## src/rtl/fifo_rd_packer_if.sv

```systemverilog
// rtl/fifo_rd_packer_if.sv - FIFO read port and packed output stream of fifo_rd_packer.
// master: the packer side; slave: the FIFO/downstream side.
interface fifo_rd_packer_if #(
   parameter int WIDTH = 8,
   parameter int LANES = 4
);
   logic [WIDTH-1:0]       fifo_data;
   logic                   fifo_empty;
   logic                   fifo_rd_en;
   logic                   flush;
   logic [WIDTH*LANES-1:0] m_data;
   logic [LANES-1:0]       m_keep;
   logic                   m_valid;
   logic                   m_ready;
   logic [15:0]            byte_count;

   modport master (
      input  fifo_data, fifo_empty, flush, m_ready,
      output fifo_rd_en, m_data, m_keep, m_valid, byte_count
   );

   modport slave (
      output fifo_data, fifo_empty, flush, m_ready,
      input  fifo_rd_en, m_data, m_keep, m_valid, byte_count
   );
endinterface

```

## src/rtl/fifo_rd_packer.sv

```systemverilog
// rtl/fifo_rd_packer.sv - packs LANES show-ahead FIFO entries into one valid/ready word.
// Optional idle-timeout auto-flush under macro PACK_TIMEOUT_EN.
module fifo_rd_packer #(
   parameter int WIDTH   = 8,
   parameter int LANES   = 4,
   parameter int TIMEOUT = 16
) (
   input  logic             rd_clk,
   input  logic             reset,
   fifo_rd_packer_if.master bus
);
   localparam int CW = $clog2(LANES);
   localparam logic [CW-1:0] LAST = CW'(LANES - 1);

   generate
      if (LANES < 2 || TIMEOUT < 1) begin : g_param_check
         $error("fifo_rd_packer: LANES must be >= 2 and TIMEOUT >= 1");
      end
   endgenerate

   typedef enum logic [0:0] {ACCUM, FLUSH_WAIT} state_t;

   state_t                 state_q, state_d;
   logic [WIDTH*LANES-1:0] acc_q, acc_d;
   logic [WIDTH*LANES-1:0] m_data_q, m_data_d;
   logic [LANES-1:0]       m_keep_q, m_keep_d;
   logic                   m_valid_q, m_valid_d;
   logic [CW-1:0]          cnt_q, cnt_d;
   logic [15:0]            bc_q, bc_d;

   logic                   out_free;
   logic                   pop;
   logic                   fill;
   logic                   flush_req;
   logic                   timeout_hit;
   logic [WIDTH*LANES-1:0] word;
   logic [WIDTH*LANES-1:0] partial;
   logic [LANES-1:0]       partial_keep;

   assign out_free  = !m_valid_q || bus.m_ready;
   // Holding reset in the enable keeps the FIFO from losing an entry while we are held in reset.
   assign pop       = reset && (state_q == ACCUM) && !bus.fifo_empty &&
                      ((cnt_q < LAST) || out_free);
   assign fill      = pop && (cnt_q == LAST);
   assign flush_req = bus.flush || timeout_hit;

`ifdef PACK_TIMEOUT_EN
   localparam int TW = $clog2(TIMEOUT + 1);
   logic [TW-1:0] idle_q, idle_d;

   assign timeout_hit = (state_q == ACCUM) && (cnt_q != '0) && (idle_q == TW'(TIMEOUT));

   always_comb begin
      idle_d = idle_q + TW'(1);
      if (state_q != ACCUM || pop || cnt_q == '0 || timeout_hit) begin
         idle_d = '0;
      end
   end

   always_ff @(posedge rd_clk or negedge reset) begin
      if (!reset) begin
         idle_q <= '0;
      end else begin
         idle_q <= idle_d;
      end
   end
`else
   assign timeout_hit = 1'b0;
`endif

   always_comb begin
      word         = acc_q;
      partial      = '0;
      partial_keep = '0;
      for (int i = 0; i < LANES; i++) begin
         if (CW'(i) == cnt_q) begin
            word[i*WIDTH +: WIDTH] = bus.fifo_data;
         end
         if (CW'(i) < cnt_q) begin
            partial[i*WIDTH +: WIDTH] = acc_q[i*WIDTH +: WIDTH];
            partial_keep[i]           = 1'b1;
         end
      end
   end

   always_comb begin
      state_d   = state_q;
      acc_d     = acc_q;
      m_data_d  = m_data_q;
      m_keep_d  = m_keep_q;
      m_valid_d = m_valid_q;
      cnt_d     = cnt_q;
      bc_d      = bc_q;

      if (m_valid_q && bus.m_ready) begin
         m_valid_d = 1'b0;
      end

      case (state_q)
         ACCUM: begin
            if (pop) begin
               acc_d = word;
               bc_d  = bc_q + 16'd1;
               if (fill) begin
                  m_data_d  = word;
                  m_keep_d  = '1;
                  m_valid_d = 1'b1;
                  cnt_d     = '0;
               end else begin
                  cnt_d = cnt_q + CW'(1);
               end
            end
            // A flush racing the filling pop is absorbed by the full word.
            if (flush_req && !fill && (pop || cnt_q != '0)) begin
               state_d = FLUSH_WAIT;
            end
         end
         FLUSH_WAIT: begin
            if (out_free) begin
               m_data_d  = partial;
               m_keep_d  = partial_keep;
               m_valid_d = 1'b1;
               cnt_d     = '0;
               state_d   = ACCUM;
            end
         end
         default: state_d = ACCUM;
      endcase
   end

   always_ff @(posedge rd_clk or negedge reset) begin
      if (!reset) begin
         state_q   <= ACCUM;
         acc_q     <= '0;
         m_data_q  <= '0;
         m_keep_q  <= '0;
         m_valid_q <= 1'b0;
         cnt_q     <= '0;
         bc_q      <= '0;
      end else begin
         state_q   <= state_d;
         acc_q     <= acc_d;
         m_data_q  <= m_data_d;
         m_keep_q  <= m_keep_d;
         m_valid_q <= m_valid_d;
         cnt_q     <= cnt_d;
         bc_q      <= bc_d;
      end
   end

   assign bus.fifo_rd_en = pop;
   assign bus.m_data     = m_data_q;
   assign bus.m_keep     = m_keep_q;
   assign bus.m_valid    = m_valid_q;
   assign bus.byte_count = bc_q;
endmodule
```

## src/flat_wrapper.sv

```systemverilog
// flat-port wrapper written by rule: the top's interface ports become plain ports
module fifo_rd_packer_flat 
#(
   parameter int WIDTH   = 8,
   parameter int LANES   = 4,
   parameter int TIMEOUT = 16
)
  (rd_clk, reset, bus_fifo_data, bus_fifo_empty, bus_flush, bus_m_ready, bus_fifo_rd_en, bus_m_data, bus_m_keep, bus_m_valid, bus_byte_count);
  fifo_rd_packer_if #(.WIDTH(WIDTH), .LANES(LANES)) bus_i ();
  input  logic rd_clk;
  input  logic reset;
  input wire logic [$bits(bus_i.fifo_data)-1:0] bus_fifo_data;
  input wire logic [$bits(bus_i.fifo_empty)-1:0] bus_fifo_empty;
  input wire logic [$bits(bus_i.flush)-1:0] bus_flush;
  input wire logic [$bits(bus_i.m_ready)-1:0] bus_m_ready;
  output wire logic [$bits(bus_i.fifo_rd_en)-1:0] bus_fifo_rd_en;
  output wire logic [$bits(bus_i.m_data)-1:0] bus_m_data;
  output wire logic [$bits(bus_i.m_keep)-1:0] bus_m_keep;
  output wire logic [$bits(bus_i.m_valid)-1:0] bus_m_valid;
  output wire logic [$bits(bus_i.byte_count)-1:0] bus_byte_count;
  assign bus_i.fifo_data = bus_fifo_data;
  assign bus_i.fifo_empty = bus_fifo_empty;
  assign bus_i.flush = bus_flush;
  assign bus_i.m_ready = bus_m_ready;
  assign bus_fifo_rd_en = bus_i.fifo_rd_en;
  assign bus_m_data = bus_i.m_data;
  assign bus_m_keep = bus_i.m_keep;
  assign bus_m_valid = bus_i.m_valid;
  assign bus_byte_count = bus_i.byte_count;
  fifo_rd_packer #(.WIDTH(WIDTH), .LANES(LANES), .TIMEOUT(TIMEOUT)) u_core (.rd_clk(rd_clk), .reset(reset), .bus(bus_i));
endmodule
```

## config.mk

```make
export PLATFORM = sky130hd
export DESIGN_NAME = fifo_rd_packer_flat
export DESIGN_NICKNAME = d
export VERILOG_FILES = /design/src/rtl/fifo_rd_packer_if.sv /design/src/rtl/fifo_rd_packer.sv /design/src/flat_wrapper.sv
export SDC_FILE = /design/constraint.sdc
export NUM_CORES = 1
export LEC_CHECK = 0
export CAP_MARGIN = 30
export CORE_UTILIZATION = 27
export DETAILED_ROUTE_END_ITERATION = 12
export DONT_BUFFER_PORTS = 1
export PLACE_DENSITY_LB_ADDON = 0.15
export SLEW_MARGIN = 20
export SYNTH_ARGS = -nofsm -noshare
export SYNTH_HDL_FRONTEND = slang
export SYNTH_SLANG_ARGS = --single-unit
export TNS_END_PERCENT = 30
```

## constraint.sdc

```tcl
create_clock -name rd_clk -period 2.55 [get_ports rd_clk]
set_clock_uncertainty 0.05 [all_clocks]
set_input_delay 0.3825 -clock rd_clk [delete_from_list [all_inputs] [get_ports rd_clk]]
set_output_delay 0.3825 -clock rd_clk [all_outputs]
set_load 0.05 [all_outputs]
```

# Word level (Yosys, flattened, before mapping)
# Index checks and enable logic that the tools add are counted.
# totals
reg_bits	88
in_bits	13
# classes
bitwise_logic	1
n_eq_ne	7
order_cmp	5
addsub	2
mux	32
reduce_logical	18
# ops
op	count
2-to-1 mux 32 bit	3
2-to-1 mux 8 bit	8
case mux 32 bit (2 select lines)	1
adder 16 x 1 -> 16 bit (second input constant)	1
2-to-1 mux 4 bit	3
2-to-1 mux 1 bit	10
case mux 4 bit (2 select lines)	1
logical AND 1 bit	7
2-to-1 mux 2 bit	3
equality test 2 bit (first input constant)	2
< comparator 1 x 2 -> 1 bit (first input constant)	2
< comparator 2 bit (first input constant)	2
!= test 2 x 1 -> 1 bit (second input constant)	2
case mux 1 bit (2 select lines)	2
case mux 2 bit (2 select lines)	1
AND reduction 2 bit	2
zero test 1 bit	3
logical OR 1 bit	3
AND reduction 3 bit	1
adder 2 x 1 -> 2 bit (second input constant)	1
equality test 1 x 2 -> 1 bit (first input constant)	1
equality test 2 bit (second input constant)	1
zero test 2 bit	1
< comparator 2 bit (second input constant)	1
other kinds (3)	3

# Longest topological paths before layout
# depth
depth_word	10
mapped_depth	7

# Worst setup path after synthesis
# No wires, ideal clock.
# synth_timing
path_kind	reg-to-reg
from	register u_core.m_valid_q, in the netlist u_core.bus.m_valid
to	register u_core.acc_q[0]
stages_incl_launch_ff	6
setup_slack_ps	526
setup_ps	125
path_buffers	0
arrival_time_ps	1849
t_required_ps	2375
period_less_slack_ps	2024
path_cell_list	dfrtp_1 -> nand3b_1 -> nand2_1 -> inv_2 -> nand2_1 -> mux2_2
# synth_between
elab_chain_cells	5
# synth_rtl
item	line_no	rtl
start, declared	fifo_rd_packer.sv:27	logic m_valid_q, m_valid_d;
start signal, assigned	fifo_rd_packer.sv:145	m_valid_q <= m_valid_d;
zero test 1 bit	fifo_rd_packer.sv:40	assign out_free = !m_valid_q || bus.m_ready;
logical OR 1 bit	fifo_rd_packer.sv:40	
logical OR 1 bit	fifo_rd_packer.sv:43	((cnt_q < LAST) || out_free);
logical AND 1 bit	fifo_rd_packer.sv:42	assign pop = reset && (state_q == ACCUM) && !bus.fifo_empty &&
via bus_fifo_rd_en	flat_wrapper.sv:16	output wire logic [$bits(bus_i.fifo_rd_en)-1:0] bus_fifo_rd_en;
AND reduction 2 bit (no line)	-	
end signal, assigned	fifo_rd_packer.sv:134	acc_q <= '0;
end signal, assigned	fifo_rd_packer.sv:142	acc_q <= acc_d;
end, declared	fifo_rd_packer.sv:24	logic [WIDTH*LANES-1:0] acc_q, acc_d;
# The timed path passes the listed nets, and every way through them passes these cells.
# A chain may end at the register's enable or synchronous reset.

# Worst setup path in the final report
# layout_timing
from	register u_core.state_q
to	output port bus_fifo_rd_en
# layout_between
elab_chain_cells	4
# layout_rtl
item	line_no	rtl
start, declared	fifo_rd_packer.sv:23	state_t state_q, state_d;
start signal, assigned	fifo_rd_packer.sv:141	state_q <= state_d;
NOT 1 bit (no line)	-	
logical AND 1 bit (3 in series)	fifo_rd_packer.sv:42	
end, declared	flat_wrapper.sv:16	
# No other way between the ends.

==> impl_metrics.csv <==
group,metric,value,unit
floorplanning,fp.dieH,118,µm
sta,rsz0062_at_grt,"no",
route,drtIter0Drc,135,
critical_path,critical_path_class,"reg2out",
yosys,synthesis.area,3630,µm²
route,antenna_left,0,
grt,grtUsageTotal,14.3,%
place,placed_area,3930,µm²
cts,hold_buffers,2,
sta,hold_viol_final,0,
critical_path,arrival,1.82,ns
critical_path,rr_startpoint,"u_core.cnt_q[0]",
power,sw_frac_of_total,43.8,%
route,wl_per_cell,17.3,µm
sta,hold_ws,0.100,ns
power,seq_power_share,45.7,%
critical_path,r2r_slack,0.51,ns
cts,htree_levels,3,
grt,grt_pass1_wl,15.1,mm
finish,final_nets,380,
sta,fin_crit_sh,88.4,%
power,leakage,1.94,nW
cts,cts_made_buffers,9,
floorplanning,ios,67,
critical_path,crit_chain,"buf_4 > nor3b_1 > nand2_1 > inv_2 > buf_4",
place,place_inst,520,
yosys,ys_seq_elements,80,
critical_path,cp_common_cell,"buf_4",
route,routed_wl,9.29,mm
yosys,avgSynthCellArea,10.5,µm²
finish,drive_above_1_share,17.2,%
critical_path,critPathTopFamily,"buffers and inverters",
yosys,yosysMostFrequentCell,"dfrtp_1",
cts,insertion_delay,0.34,ns
job,drv_cap,0,
finish,final_area,4290,µm²
critical_path,ff2ff_path_depth,4,
yosys,synth_top_area_share,55.2,%
grt,grt_max_degree,81,
floorplanning,die-area,13900,µm²
power,total_power,5.94,mW
critical_path,crit_slowest_cell,"nor3b_1",
yosys,synth_area_leaders,"dfrtp_1, mux2_2, nand2_1, mux2i_1, o21ai_0",
yosys,yosys.area.top_type,"dfrtp_1",
route,drc,0,
sta,slew_headroom,58.4,%
power,pwr-share-clk,23.7,%
critical_path,start_kind,"register",
power,internal_power,3.34,mW
cts,cts_sinks,80,
critical_path,crit_fanout,10,
cts,cts_buffer_depth,2,
yosys,synth-edff-count,0,
finish,syn_to_final_growth,18.1,%
min_path,min_path_type,"in2reg",
route,via_count,2516,
grt,antenna_found_initial,0,
floorplanning,start_util,28.2,%
finish,diodes,0,
yosys,ys_warn_count,0,
yosys,synthesis.nets,366,
critical_path,crit_path_end_kind,"output pin",
floorplanning,rows,41,
critical_path,startpoint,"u_core.state_q",
route,vias_per_cell,4.68,
critical_path,cp.depth,5,
cts,cts_setup_buffers,0,
sta,finalSetupViolCount,0,
sta,tns,0,ns
route,dr.pass1.iters,4,
sta,drv_slew,0,
yosys,synthFlopType,"dfrtp_1",
yosys,ys_async_sr_fraction,100,%
power,ir_drop,426,µV
power,comb_power_share,30.6,%
floorplanning,die_w,118,µm
sta,tightest_slew,0.625,ns
critical_path,path_buf_inv,3,
floorplanning,core-area,12900,µm²
yosys,ys_types,36,
critical_path,timing.rr.end,"u_core.acc_q[18]",
run_status,status,"complete, no violations",
power,switchingPower,2.60,mW
place,gp_congestion,0.735,
cts,cts_tree,"yes",
grt,grt_pass1_vias,2553,
place,port_buffers,0,
critical_path,cp_slowest_stage_delay,0.40,ns
yosys,ys_top_cells_by_count,"dfrtp_1, nand2_1, o21ai_0",
place,dp_hpwl,6.34,mm
power,power.density,1390,nW/µm²
yosys,yosysSeqAreaShare,55.2,%
grt,grt_overflow_total,0,
cts,cts-root-buf,"clkbuf_16",
yosys,synth_cells,347,
sta,max_freq,443,MHz
cts,cts_resized,0,
cts,cts.clk_slew.worst_paths,0.06,ns
sta,fin_crit,2.26,ns
critical_path,endpoint,"bus_fifo_rd_en",
finish,stdcell_count,538,
critical_path,worstPathRequired,2.12,ns
==> power by group through the flow <==
| stage | clock network (mW) | registers, mW | logic (mW) |
|---|---|---|---|
| finish | 1.41 | 2.71 | 1.82 |
| global route | 1.51 | 2.78 | 2.03 |
| CTS | 1.45 | 2.72 | 1.84 |
| detailed placement | 0 | 2.74 | 1.80 |
| global placement | 0 | 2.74 | 1.78 |
| floorplan | 0 | 2.85 | 1.15 |
==> layer usage <==
| metal | GRT usage (%) | wire, µm | vias up |
|---|---|---|---|
| li1 | - | - | 1224 |
| met1 | 19.2 | 4420 | 1234 |
| met2 | 21.1 | 4220 | 45 |
| met3 | 4.55 | 497 | 13 |
| met4 | 5.85 | 150 | 0 |
| met5 | 0 | 0 | - |
==> layout by cell type (no fill, tap or decap), types with 2 or more instances in the layout <==
cell / count
xor2_1: 9
clkinvlp_4: 2
a31oi_1: 16
o21ai_0: 25
nor2b_1: 9
a21oi_1: 12
nor4_1: 2
nand2_1: 64
nand3_1: 8
nand2b_1: 2
buf_4: 18
clkbuf_16: 9
mux2_2: 24
nor3_1: 3
nor2_1: 23
dfrtp_1: 80
xnor2_1: 6
bufinv_16: 2
mux2i_1: 16
inv_1: 6
nand4_1: 4
ha_1: 6
==> registers in the layout (all words and copies together) (netlist names) <==
register,cells
u_core.acc_q,24
u_core.bus.byte_count,16
u_core.bus.m_data,32
u_core.bus.m_keep,4
u_core.bus.m_valid,1
u_core.cnt_q,2
u_core.state_q,1
==> worst reg2reg max path: cells and delay by family (launching register included) <==
kind / cells / cell delay (ns)
adder cells (fa/ha/maj): 1 / 0.54
buffers and inverters: 1 / 0.11
flip-flops: 1 / 0.44
multiplexers: 1 / 0.37
AND/OR/NAND/NOR: 1 / 0.41
==> stage by stage <==
step	util [%]	worst slack (ns)
floorplan	-	0.526
global placement	30.5	0.517
detailed placement	30.5	0.512
CTS	33.3	0.273
global route	33.3	0.149
finish	33.3	0.295
==> worst min-delay path by stage <==
stage                startpoint               endpoint  slack, ns  depth (start not counted)
5_1_grt        bus_fifo_data[4]  u_core.bus.m_data[28]       0.10                          2
6_report       bus_fifo_data[4]  u_core.bus.m_data[28]       0.10                          2
3_5_place_dp              reset  u_core.bus.m_data[29]       0.04                          0
2_1_floorplan             reset        u_core.acc_q[0]       0.04                          0
3_3_place_gp              reset  u_core.bus.m_data[10]       0.04                          0
4_1_cts        bus_fifo_data[2]  u_core.bus.m_data[26]       0.09                          2
==> cell type report <==
cell class | count | area, µm²
Multi-Input combinational cell | 243 | 1550
Sequential cell | 80 | 2000
Fill cell | 1322 | 8590
Tap cell | 172 | 215
Clock inverter | 5 | 80.1
Timing Repair Buffer | 20 | 173
Inverter | 7 | 26.3
Clock buffer | 11 | 243
==> logic make-up (layout without fill, tap and decap cells) <==
| group | count (synthesis) | after routing | synth area share [%] |
|---|---|---|---|
| DFF | 80 | 80 | 55.2 |
| xor gates and xnor gates | 15 | 15 | 3.62 |
| muxes | 40 | 40 | 11.9 |
| AOI/OAI and AO/OA | 58 | 58 | 8.86 |
| buffers and inverters | 24 | 43 | 2.52 |
| and+or+nand+nor | 124 | 124 | 15.9 |
| adders and majority gates | 6 | 6 | 2.07 |
Power figures use the tool's default switching activity.
